### config.mk
export PLATFORM = sky130hd
export DESIGN_NAME = spi_rx
export DESIGN_NICKNAME = d
export VERILOG_FILES = /design/src/rtl/spi_rx.sv
export SDC_FILE = /design/constraint.sdc
export NUM_CORES = 1
export LEC_CHECK = 0
export BUFFER_PORTS_ARGS = -buffer_cell sky130_fd_sc_hd__buf_4
export CAP_MARGIN = 0
export CORE_MARGIN = 8
export CORE_UTILIZATION = 55
export DETAILED_ROUTE_END_ITERATION = 10
export GPL_TIMING_DRIVEN = 0
export PLACE_DENSITY = 0.83
export SLEW_MARGIN = 20
export SYNTH_ARGS = -nofsm -noshare
export SYNTH_HDL_FRONTEND = slang
export SYNTH_SLANG_ARGS = --single-unit
### constraint.sdc
create_clock -name clk_in -period 2.7 [get_ports clk_in]
set_clock_uncertainty 0.05 [all_clocks]
set_input_delay 0.54 -clock clk_in [delete_from_list [all_inputs] [get_ports clk_in]]
set_output_delay 0.54 -clock clk_in [all_outputs]
set_load 0.03 [all_outputs]
### src/rtl/spi_rx.sv
// spi_rx: peripheral-side SPI deserializer (mode 0, MSB first, active-low select).
//
// Synchronizes the asynchronous select, serial clock and serial data pins into the
// clk_in domain, shifts one bit per rising serial-clock edge and reports each
// completed word with a one-cycle valid pulse. Frames that end early are reported
// with a one-cycle error pulse instead of being delivered.
//
// Ports:
//   clk_in          system clock, rising edge
//   rst_in          asynchronous active-low reset
//   data_in         serial data pin (MOSI), asynchronous
//   data_clk_in     serial clock pin, idles low, asynchronous
//   sel_in          frame select pin, active-low, asynchronous
//   data_out        last complete word, held until the next word completes
//   data_valid_out  one-cycle pulse when data_out updates
//   frame_error_out one-cycle pulse when a frame ends with 1..DATA_WIDTH-1 bits
//   busy_out        high while a frame is being received
module spi_rx #(
    parameter int unsigned DATA_WIDTH  = 8,
    parameter int unsigned SYNC_STAGES = 2
) (
    input  logic                  clk_in,
    input  logic                  rst_in,
    input  logic                  data_in,
    input  logic                  data_clk_in,
    input  logic                  sel_in,
    output logic [DATA_WIDTH-1:0] data_out,
    output logic                  data_valid_out,
    output logic                  frame_error_out,
    output logic                  busy_out
);

    localparam int unsigned CntW = $clog2(DATA_WIDTH + 1);
    localparam logic [CntW-1:0] LastCnt = CntW'(DATA_WIDTH - 1);

    typedef enum logic [1:0] {
        StArm,
        StIdle,
        StRecv,
        StHold
    } state_e;

    state_e                  state_q, state_d;
    logic [SYNC_STAGES-1:0]  sel_sync_q, sel_sync_d;
    logic [SYNC_STAGES-1:0]  sclk_sync_q, sclk_sync_d;
    logic [SYNC_STAGES-1:0]  data_sync_q, data_sync_d;
    logic [SYNC_STAGES-1:0]  fill_q, fill_d;
    logic                    sclk_prev_q, sclk_prev_d;
    logic [DATA_WIDTH-2:0]   shift_q, shift_d;
    logic [CntW-1:0]         cnt_q, cnt_d;
    logic [DATA_WIDTH-1:0]   data_q, data_d;
    logic                    valid_q, valid_d;
    logic                    err_q, err_d;

    logic sel_s, sclk_s, data_s, sclk_rise, last_bit;

    assign sel_s     = sel_sync_q[SYNC_STAGES-1];
    assign sclk_s    = sclk_sync_q[SYNC_STAGES-1];
    assign data_s    = data_sync_q[SYNC_STAGES-1];
    assign sclk_rise = sclk_s & ~sclk_prev_q;
    assign last_bit  = sclk_rise && (cnt_q == LastCnt);

    // Synchronizers. fill_q marks when the sel chain holds only post-reset pin
    // samples; until then its reset value of 1 must not let ARM leave for IDLE,
    // otherwise a frame already in progress at reset release would be joined.
    always_comb begin
        sel_sync_d  = {sel_sync_q[SYNC_STAGES-2:0], sel_in};
        sclk_sync_d = {sclk_sync_q[SYNC_STAGES-2:0], data_clk_in};
        data_sync_d = {data_sync_q[SYNC_STAGES-2:0], data_in};
        fill_d      = {fill_q[SYNC_STAGES-2:0], 1'b1};
        sclk_prev_d = sclk_s;
    end

    // State register and datapath registers.
    always_ff @(posedge clk_in or negedge rst_in) begin
        if (!rst_in) begin
            state_q     <= StArm;
            sel_sync_q  <= '1;
            sclk_sync_q <= '0;
            data_sync_q <= '0;
            fill_q      <= '0;
            sclk_prev_q <= 1'b0;
            shift_q     <= '0;
            cnt_q       <= '0;
            data_q      <= '0;
            valid_q     <= 1'b0;
            err_q       <= 1'b0;
        end else begin
            state_q     <= state_d;
            sel_sync_q  <= sel_sync_d;
            sclk_sync_q <= sclk_sync_d;
            data_sync_q <= data_sync_d;
            fill_q      <= fill_d;
            sclk_prev_q <= sclk_prev_d;
            shift_q     <= shift_d;
            cnt_q       <= cnt_d;
            data_q      <= data_d;
            valid_q     <= valid_d;
            err_q       <= err_d;
        end
    end

    // Next-state logic.
    always_comb begin
        state_d = state_q;
        unique case (state_q)
            StArm:  if (fill_q[SYNC_STAGES-1] && sel_s) state_d = StIdle;
            StIdle: if (!sel_s) state_d = StRecv;
            StRecv: begin
                // The final bit wins over a coincident select release.
                if (last_bit) state_d = StHold;
                else if (sel_s) state_d = StIdle;
            end
            StHold: if (sel_s) state_d = StIdle;
            default: state_d = StArm;
        endcase
    end

    // Datapath and outputs.
    always_comb begin
        shift_d = shift_q;
        cnt_d   = cnt_q;
        data_d  = data_q;
        valid_d = 1'b0;
        err_d   = 1'b0;
        unique case (state_q)
            StIdle: if (!sel_s) cnt_d = '0;
            StRecv: begin
                if (last_bit) begin
                    data_d  = {shift_q, data_s};
                    valid_d = 1'b1;
                end else if (sel_s) begin
                    // A bit arriving together with the release is discarded but
                    // still makes the frame a truncated one.
                    err_d = (cnt_q != '0) || sclk_rise;
                end else if (sclk_rise) begin
                    shift_d = {shift_q[DATA_WIDTH-3:0], data_s};
                    cnt_d   = cnt_q + CntW'(1);
                end
            end
            default: ;
        endcase
    end

    assign busy_out        = (state_q == StRecv);
    assign data_out        = data_q;
    assign data_valid_out  = valid_q;
    assign frame_error_out = err_q;

endmodule

==> impl_metrics.json <==
{
  "status": "finished clean",
  "reg2reg_slack_ns": 0.64,
  "dieArea_um2": 4080,
  "power.total_mw": 0.918,
  "critPathLaunchType": "flop",
  "vias": 782,
  "hold_viol_final": 0,
  "rsz0062_at_grt": "false",
  "critical-path-max-stage-delay_ns": 0.57,
  "yosysTopAreaCell": "dfrtp_1",
  "ys_seq_area_share_pct": 63.8,
  "cts_buffers": 5,
  "synthAdderAreaFrac_pct": 1.99,
  "ioPinCount": 16,
  "cts.sinks": 32,
  "p_int_mw": 0.685,
  "wl_per_cell_um": 14.7,
  "drt_iter0_drc": 14,
  "seqPwrFrac_pct": 59.0,
  "yosys.area_share.simple_pct": 13.6,
  "final_util_pct": 67.0,
  "p_per_area_nw_per_um2": 626,
  "viasPerCell": 5.63,
  "synth_compound_area_share_pct": 4.87,
  "track_usage_pct": 10.7,
  "wl_met3_um": 144,
  "syn_to_final_growth_pct": 16.6,
  "crit_path_top_delay_cell": "nor4b_4",
  "synthXorXnorAreaFrac_pct": 0,
  "drive_gt1_share_pct": 39.6,
  "cap_violations": 0,
  "grt_pass1_wl_um": 3380,
  "stdcell_count": 139,
  "synthesis.nets": 95,
  "dr_wl_met2_um": 992,
  "num_antenna_cells": 0,
  "leakagePower_nw": 0.709,
  "hold_path.class": "in2async",
  "top_layer_used": "met4",
  "yosys_warnings": 0,
  "start_util_pct": 57.5,
  "fp-row-count": 17,
  "fp.dieW_um": 63.8,
  "required_ns": 2.86,
  "grt_max_degree": 33,
  "cts.root.buffer_cell": "clkbuf_4",
  "power_switching_mw": 0.233,
  "clock_power_share_pct": 30.3,
  "postCtsSetupRepairBufs": 0,
  "clk_latency_ns": 0.33,
  "synth_commonest_cells": "30 x dfrtp_1, 15 x mux2_2, 5 x nor3_1",
  "ir_drop_mv": 0.490,
  "clk_pin_slew_ns": 0.10,
  "yosysUniqueCellTypes": 32,
  "crit_buf_inv": 0,
  "fillers": 153,
  "min_period_ns": 2.06,
  "io_buffers": 15,
  "post-route-drc-count": 0,
  "hold_buffers": 0,
  "avgSynthCellArea_um2": 14.3,
  "hpwlAfterDp_um": 1410,
  "synth_top_family_by_area": "multiplexers",
  "design_area_um2": 1470,
  "setup_viol": 0,
  "worstSetupEndpointType": "flop",
  "cts_tree": "yes",
  "cp_max_fo": 9,
  "wirelength_um": 2040,
  "place_congestion": 0.892,
  "post_cts_resized": 0,
  "relSlewSlack_pct": 59.5,
  "min_period_over_period_pct": 76.4,
  "synth_edf_count": 0,
  "ys_seq_elements": 32,
  "tightestPinTransition_ns": 0.605,
  "syn_inst": 88,
  "drt-met1-wl_um": 844,
  "fmax_mhz": 485,
  "place_inst": 131,
  "yosysMostFrequentCell": "dfrtp_1",
  "synth_top_area_share_pct": 59.6,
  "worst_path_dominant_cell_family": "simple AND/OR/NAND/NOR gates",
  "antenna_found_initial": 0,
  "drt_first_pass_iters": 4,
  "synthMuxAreaShare_pct": 14.2,
  "fin_setup_tns_ns": 0,
  "grt_overflow": 0,
  "arrival_ns": 2.22,
  "clock_path_buffers": 2,
  "syn_area_um2": 1260,
  "place_area_um2": 1410,
  "crit_type": "reg2reg",
  "yosys-top-cells-area": "dfrtp_1 60%, mux2_2 13%, dfstp_2 4.2%, ha_1 2.0%, nor3_1 2.0%",
  "combPwrFrac_pct": 10.7,
  "core_area_um2": 2190,
  "crit_chain": "ha_1 -> and3b_4 -> nor4b_4 -> mux2_2",
  "ant_nets": 0,
  "synthFlopType": "dfrtp_1",
  "switching_share_pct": 25.4,
  "htreeDepth": 2,
  "grt_pass1_vias": 770,
  "final_nets": 117,
  "timing.final.max_slew_violations": 0,
  "dieHeight_um": 63.8,
  "async_reset_ff_share_pct": 100
}
## worst register-to-register path: stages, from the launching register on
cell     delay, ns
dfrtp_1       0.43
ha_1          0.27
and3b_4       0.22
nor4b_4       0.57
mux2_2        0.40
## layout make-up
| class | instances | area (um^2) | area share (%) |
|---|---|---|---|
| clock inverter | 2 | 10.0 | 0.682 |
| timing repair buffer | 15 | 113 | 7.67 |
| tap | 28 | 35.0 | 2.39 |
| multi-input combinational | 52 | 440 | 30.0 |
| inverter | 3 | 11.3 | 0.767 |
| sequential | 32 | 803 | 54.7 |
| buffer | 1 | 3.75 | 0.256 |
| clock buffer | 6 | 51.3 | 3.50 |
## cells in the final DEF, fill, tap and decap left out, types with 2 or more instances in the layout
| cell type | count |
|---|---|
| buf_4 | 15 |
| clkbuf_4 | 5 |
| clkinv_2 | 2 |
| dfrtp_1 | 30 |
| dfstp_2 | 2 |
| ha_1 | 2 |
| inv_1 | 3 |
| mux2_2 | 15 |
| nand2_1 | 2 |
| nand3_1 | 2 |
| nor2_1 | 4 |
| nor3_1 | 5 |
## final timing paths
path	from	end	depth (start not counted)
setup / recovery	cnt_q[0]$_DFFE_PN0P_	shift_q[3]$_DFFE_PN0P_	4
hold / removal	rst_in	frame_error_out$_DFF_PN0_	1
setup reg to reg	cnt_q[0]$_DFFE_PN0P_	shift_q[3]$_DFFE_PN0P_	4
hold reg to reg	fill_q[0]$_DFF_PN0_	fill_q[1]$_DFF_PN0_	0
max in group asynchronous	rst_in	sel_sync_q[0]$_DFF_PN1_	1
min in group clk_in	sel_in	sel_sync_q[0]$_DFF_PN1_	1
## power by group through the flow
| stage | Combinational, mW | Clock, mW | Sequential (mW) |
|---|---|---|---|
| final | 0.0984 | 0.278 | 0.541 |
| after global routing | 0.111 | 0.310 | 0.547 |
| after CTS | 0.100 | 0.293 | 0.541 |
| after detailed placement | 0.100 | 0 | 0.550 |
| after global placement | 0.0972 | 0 | 0.548 |
| after floorplan | 0.0672 | 0 | 0.544 |
## metal layers
layer,global-route usage (%),vias up
met5,0,-
met4,8.36,0
met3,4.01,5
met2,17.4,29
met1,11.0,389
li1,-,359
## metrics by stage
stage | hold WS (ns) | setup WS (ns)
6_report | 0.0726 | 0.636
3_5_place_dp | 0.285 | 0.651
2_1_floorplan | 0.194 | 0.853
3_3_place_gp | 0.283 | 0.687
4_1_cts | 0.0695 | 0.632
5_1_grt | 0.0864 | 0.560
## registers in the layout, summed over array words and instances (netlist names)
signal           cells
cnt_q                4
data_out             8
data_sync_q          2
data_valid_out       1
fill_q               2
frame_error_out      1
sclk_prev_q          1
sclk_sync_q          2
sel_sync_q           2
shift_q              7
state_q              2
## cell families (layout without fill, tap and decap cells)
group	count (synthesis)	count (layout)
flip-flops	32	32
AND/OR/NAND/NOR	25	25
multiplexers	16	16
AO/OA/AOI/OAI	8	8
buffers and inverters	4	27
adder cells (fa/ha/maj)	2	2
other	1	1
Power figures use the tool's default switching activity.
